===== src/rtl/sbox_sched.sv =====
// Issue scheduler for the shared pipelined masked AES S-box: arbitrates state/key requesters,
// gates issue on fresh randomness, and tracks tag/source through the pipe. Define SBOX_SCHED_RR_EN for round-robin grants.
module sbox_sched #(
    parameter int LAT  = 3,
    parameter int TAGW = 5
) (
    input  logic            CLK,
    input  logic            RST,
    input  logic            st_valid,
    input  logic [TAGW-1:0] st_tag,
    output logic            st_ready,
    input  logic            ks_valid,
    input  logic [TAGW-1:0] ks_tag,
    output logic            ks_ready,
    input  logic            rnd_valid,
    output logic            rnd_consume,
    output logic            sb_issue,
    output logic            sb_sel,
    output logic            out_valid,
    output logic            out_src,
    output logic [TAGW-1:0] out_tag,
    input  logic            flush,
    output logic            flush_done,
    output logic            busy
);
    localparam int CW = $clog2(LAT + 1);

    typedef enum logic [1:0] {IDLE, RUN, FLUSH} state_t;

    state_t                   state_q, state_d;
    logic [CW-1:0]            inflight_q, inflight_d;
    logic                     sel_q, sel_d;
    logic [LAT-1:0]           vld_q, vld_d;
    logic [LAT-1:0]           src_q, src_d;
    logic [LAT-1:0][TAGW-1:0] tag_q, tag_d;
    logic                     any_req, gsel, issue;

    assign any_req = st_valid | ks_valid;

    // sel_q doubles as the last-grant register: it is rewritten on every issue.
`ifdef SBOX_SCHED_RR_EN
    assign gsel = (st_valid & ks_valid) ? ~sel_q : ks_valid;
`else
    assign gsel = ks_valid;
`endif

    assign issue       = !RST && (state_q != FLUSH) && !flush && rnd_valid && any_req;
    assign sb_issue    = issue;
    assign rnd_consume = issue;
    assign ks_ready    = issue & gsel;
    assign st_ready    = issue & ~gsel;
    assign sb_sel      = issue ? gsel : sel_q;
    assign sel_d       = sb_sel;

    assign out_valid = vld_q[LAT-1];
    assign out_src   = src_q[LAT-1];
    assign out_tag   = tag_q[LAT-1];
    assign busy      = (inflight_q != '0) || (state_q != IDLE);

    always_comb begin
        state_d    = state_q;
        flush_done = 1'b0;
        case (state_q)
            IDLE: begin
                if (flush)        state_d = FLUSH;
                else if (any_req) state_d = RUN;
            end
            RUN: begin
                if (flush)                                 state_d = FLUSH;
                else if (!any_req && (inflight_q == '0))   state_d = IDLE;
            end
            FLUSH: begin
                if (inflight_q == '0) begin
                    state_d    = IDLE;
                    flush_done = 1'b1;
                end
            end
            default: state_d = IDLE;
        endcase
    end

    always_comb begin
        inflight_d = inflight_q;
        case ({issue, out_valid})
            2'b10:   inflight_d = inflight_q + CW'(1);
            2'b01:   inflight_d = inflight_q - CW'(1);
            default: inflight_d = inflight_q;
        endcase
    end

    // Tag/source pipe advances unconditionally, matching the stall-free S-box.
    always_comb begin
        vld_d    = vld_q;
        src_d    = src_q;
        tag_d    = tag_q;
        vld_d[0] = issue;
        src_d[0] = sb_sel;
        tag_d[0] = gsel ? ks_tag : st_tag;
        for (int i = 1; i < LAT; i++) begin
            vld_d[i] = vld_q[i-1];
            src_d[i] = src_q[i-1];
            tag_d[i] = tag_q[i-1];
        end
    end

    always_ff @(posedge CLK or posedge RST) begin
        if (RST) begin
            state_q    <= IDLE;
            inflight_q <= '0;
            sel_q      <= 1'b0;
            vld_q      <= '0;
            src_q      <= '0;
            tag_q      <= '0;
        end else begin
            state_q    <= state_d;
            inflight_q <= inflight_d;
            sel_q      <= sel_d;
            vld_q      <= vld_d;
            src_q      <= src_d;
            tag_q      <= tag_d;
        end
    end
endmodule

===== config.mk =====
export PLATFORM = sky130hd
export DESIGN_NAME = sbox_sched
export DESIGN_NICKNAME = d
export VERILOG_FILES = /design/src/rtl/sbox_sched.sv
export SDC_FILE = /design/constraint.sdc
export NUM_CORES = 1
export LEC_CHECK = 0
export ABC_AREA = 1
export BUFFER_PORTS_ARGS = -buffer_cell sky130_fd_sc_hd__buf_2
export CORE_ASPECT_RATIO = 0.8
export CORE_UTILIZATION = 40
export DETAILED_ROUTE_END_ITERATION = 12
export GPL_TIMING_DRIVEN = 1
export PLACE_DENSITY = 0.73
export SLEW_MARGIN = 20
export SYNTH_ARGS = -nofsm -noshare
export SYNTH_HDL_FRONTEND = slang
export SYNTH_SLANG_ARGS = --single-unit

===== constraint.sdc =====
create_clock -name CLK -period 2 [get_ports CLK]
set_input_delay 0.3 -clock CLK [delete_from_list [all_inputs] [get_ports CLK]]
set_output_delay 0.3 -clock CLK [all_outputs]
set_load 0.03 [all_outputs]

# [After elaboration in Yosys (flattened, before gate mapping)]
# Index checks and enable logic that the tools add are counted.
[word_totals] ff_bits=26 in_bits=16 out_inout_bits=14 wordCells=48
[op_classes] add_sub_neg=2 eq_ne=8 mux=11 bitwise_logic=4 reduce_logical=15
[op_table] cell="2-to-1 mux 2 bit" n=5
[op_table] cell="!= test 3 bit, second input constant" n=2
[op_table] cell="one-hot mux 2 bit (3 select lines)" n=1
[op_table] cell="nonzero test 2 bit" n=3
[op_table] cell="logical AND 1 bit" n=5
[op_table] cell="2-to-1 mux 5 bit" n=1
[op_table] cell="equality test 2 x 1 -> 1 bit, second input constant" n=2
[op_table] cell="equality test 2 bit, second input constant" n=2
[op_table] cell="zero test 2 bit" n=2
[op_table] cell="!= test 2 bit, second input constant" n=2
[op_table] cell="one-hot mux 2 bit (2 select lines)" n=1
[op_table] cell="zero test 1 bit" n=3
[op_table] cell="2-to-1 mux 1 bit" n=3
[op_table] cell="AND reduction 3 bit" n=1
[op_table] cell="adder 2 x 1 -> 2 bit, second input constant" n=1
[op_table] cell="bitwise AND 1 bit" n=2
[op_table] cell="subtractor 2 x 1 -> 2 bit, second input constant" n=1
[op_table] cell="logical OR 1 bit" n=1
[op_table] cell="inverter 1 bit" n=1
[op_table] cell="OR 1 bit" n=1

# [Longest topological paths before layout]
[depth] word_depth=7 ltp_mapped=9

# [Worst setup path before layout]
# No wires, ideal clock.
[synth_path] kind="input to output" start="input RST" end="output sb_issue" arrival_time_ps=1701 slack_ps=-1 path_stages=6 cell_sequence="inv_1 -> nand2_1 -> nor2_4 -> nand2_4 -> inv_1 -> buf_4"
[synth_via] elab_chain_cells=5
[synth_lines] item="start: declaration" line="8" text="input logic RST,"
[synth_lines] item="zero test 1 bit (no source line)"
[synth_lines] item="logical AND 1 bit (4 in series)" line="47" text="assign issue = !RST && (state_q != FLUSH) && !flush && rnd_valid && any_req;"
[synth_lines] item="end: declaration" line="17" text="output logic sb_issue,"
# Every way passes these cells.

# [Worst setup path after layout]
[layout_path] start="register inflight_q[0]" end="output flush_done"
[layout_via] elab_chain_cells=3
[layout_lines] item="start: declaration" line="31" text="logic [CW-1:0] inflight_q, inflight_d;"
[layout_lines] item="start signal: assignment" line="116" text="inflight_q <= inflight_d;"
[layout_lines] item="zero test 2 bit" line="73" text="if (inflight_q == '0) begin"
[layout_lines] item="2-to-1 mux 1 bit" line="73"
[layout_lines] item="2-to-1 mux 1 bit" line="63" text="case (state_q)"
[layout_lines] item="end: declaration" line="23" text="output logic flush_done,"
# Every way passes these cells.

==> metrics.md <==
| Metric | Value |
|---|---|
| Maximum vdd drop | `647 uV` |
| Dpl hpwl | `1090 um` |
| Worst path cell trace | `nor2_1, inv_2, nor3_1, buf_2` |
| CTS clk-pin slew, worst paths | `130 ps` |
| First-pass GRT wire length | `2390 um` |
| Top FF cell, synth | `dfrtp_1` |
| Top delay family on crit path | `flip-flops` |
| Yosys top cell area share | `69.1%` |
| RSZ-0062 raised after global routing | `false` |
| Hold WC Path Type | `in -> async` |
| PD cells | `1120 nW/um2` |
| Top area cells in the synthesized netlist | `dfrtp_1 69%, nand2_1 9.5%, inv_1 4.1%, nor2_4 2.5%, nand3_1 2.2%` |
| Post-route cell area | `1100 um2` |
| Maxcap violations | `0` |
| DRT iter0 DRCs | `14` |
| Fillers | `202` |
| Post-route core utilization | `51.6%` |
| Design Power | `1230 uW` |
| Commonest cells in the netlist | `25 x dfrtp_1, 23 x nand2_1, 10 x inv_1` |
| H-tree Lvls | `1` |
| IO Port Bufs | `29` |
| Synth cell types | `17` |
| Pleak | `0.000620 uW` |
| Ys async rst share | `100%` |
| Post-Place Cell Area | `1070 um2` |
| Via Count | `590` |
| Synth Area per Inst | `11.5 um2` |
| Fin cells | `136` |
| CTS tree | `built` |
| Num rows | `15` |
| Placed Cells | `132` |
| Fmax | `0.573 GHz` |
| Slowest stage delay, CP | `440 ps` |
| Critical path buffers and inverters | `2` |
| Status | `complete, no violations` |
| Final period utilization | `87.3%` |
| Gr ovfl total | `0` |
| RD Place Congestion | `0.831` |
| Antenna fix cells | `0` |
| Final nets | `129` |
| Vias in the first global route | `564` |
| Cell Area, Synth | `906 um2` |
| CTS Buf Count | `3` |
| CP required | `1700 ps` |
| Residual DRC count | `0` |
| Clk_skew | `5.41 ps` |
| CTS Sinks | `25` |
| Type of origin of the critical path | `register` |
| Worst setup path category | `reg -> out` |
| Final WL | `1440 um` |
| Slew HR | `79.4%` |
| Worst skew pair latency | `310 ps` |
| Starting Density | `42.3%` |
| Die area | `2460 um2` |
| Core footprint | `2140 um2` |
| Hold Vio Cnt, Final | `0` |
| CTS Buffer Depth | `2` |
| # resized after CTS | `0` |
| Worst Path Max Fanout | `4` |
| Root Buffer | `clkbuf_4` |
| Post-CTS setup buffers | `0` |
| CP arrival | `1450 ps` |
| Pin slew with the least headroom to its limit | `309 ps` |
| Crit path time final | `1750 ps` |
| Top-count cell post-synth | `dfrtp_1` |
| GR Util All Layers | `13.4%` |
| # hold bufs at CTS | `0` |
| Crit path max-delay cell type | `dfrtp_1` |
| Worst setup EP type | `output port` |
| Initial antenna violation count | `0` |
| Multi-input gate area | `220 um2` |
| Post-synth EDFFs | `0` |
| FF+latch count, synth | `25` |
| Syn Nets | `96` |
| Die Height | `44.6 um` |
| Vias/cell | `4.34` |
| Fraction of the yosys area taken by sequential cells | `69.1%` |
| Synth-to-layout area growth | `22.0%` |
| # IOs | `30` |
| Die X-Extent | `55.2 um` |
| TNS Setup | `0 ps` |
| Final Max Slew Viols | `0` |
| Final setup viols | `0` |
| Cell taking the most area after synthesis | `dfrtp_1` |
| Layout cells sized above 1 | `36.0%` |
| Routed len/inst | `10.6 um` |
| Pin count of the biggest net entering global routing | `26` |
| Gate count of the mapped netlist | `79` |
| TritonRoute pass-1 iters | `4` |
| ANT nets after route | `0` |
| Storage element area | `626 um2` |
| Synth warnings | `0` |
[report_power, final]
part	total, uW	switching, uW	internal [uW]
Sequential	657	58.6	598
Combinational	360	246	114
Clock	215	139	76.3
[tightest hold or removal path: cells and delay by family]
family   cells  cell delay [ps]
buf+inv      3              480
[flip-flops by register name, indices dropped and copies added, names as in the netlist]
| register | cells |
|---|---|
| inflight_q | 2 |
| vld_q | 3 |
| tag_d | 10 |
| src_q | 3 |
| state_q | 2 |
| out_tag | 5 |
[metrics by stage]
stage,hold slack [ps],setup slack (ps)
final,48.9,254
after global placement,331,583
after global routing,59.8,141
after CTS,37.5,265
after detailed placement,335,520
after floorplan,188,321
[cells by family (layout without fill, tap and decap cells)]
| logic type | after synthesis | count (layout) | synth area share, % |
|---|---|---|---|
| xor gates and xnor gates | 1 | 1 | 0.967 |
| AOI/OAI and AO/OA | 2 | 2 | 2.35 |
| buffers and inverters | 13 | 45 | 6.63 |
| and+or+nand+nor | 37 | 37 | 19.6 |
| adders and majority gates | 1 | 1 | 1.38 |
| DFF | 25 | 25 | 69.1 |
[path summary, 6_finish.rpt]
path | endpoint | slack [ps] | cells after the start | startpoint
worst max-delay path | flush_done | 250 | 4 | inflight_q[0]
worst min-delay path | src_q[1] | 50 | 3 | RST
worst max register to register | inflight_q[1] | 580 | 8 | state_q[0]
worst min register to register | vld_q[1] | 360 | 0 | vld_q[0]
max in group asynchronous | vld_q[0] | 1710 | 3 | RST
min in group CLK | tag_d[8] | 180 | 3 | ks_tag[3]
[final cells by class]
cell class                 count  share of cell area (%)
clock buffer                   3                    2.04
multi-input combinational     41                    19.9
clock inverter                 1                   0.680
tap                           25                    2.83
inverter                      11                    4.08
sequential                    25                    56.6
timing repair buffer          30                    13.8
[cells in the final DEF (no fill, tap or decap), drive strengths merged]
master,instances
buf,30
dfrtp,25
nand2,24
inv,10
nand3,4
nor2,4
nand4,3
clkbuf,3
clkinvlp,2
a21oi,1
nor3,1
or2,1
o21ai,1
xnor2,1
ha,1
[routing by layer]
metal,up-vias,global-route usage (%),wire [um]
met5,-,0,0
met4,0,5.50,0
met3,0,6.14,66
met2,16,20.7,683
met1,269,16.5,688
li1,305,-,-
No activity file was read; power rests on OpenSTA's default activity.
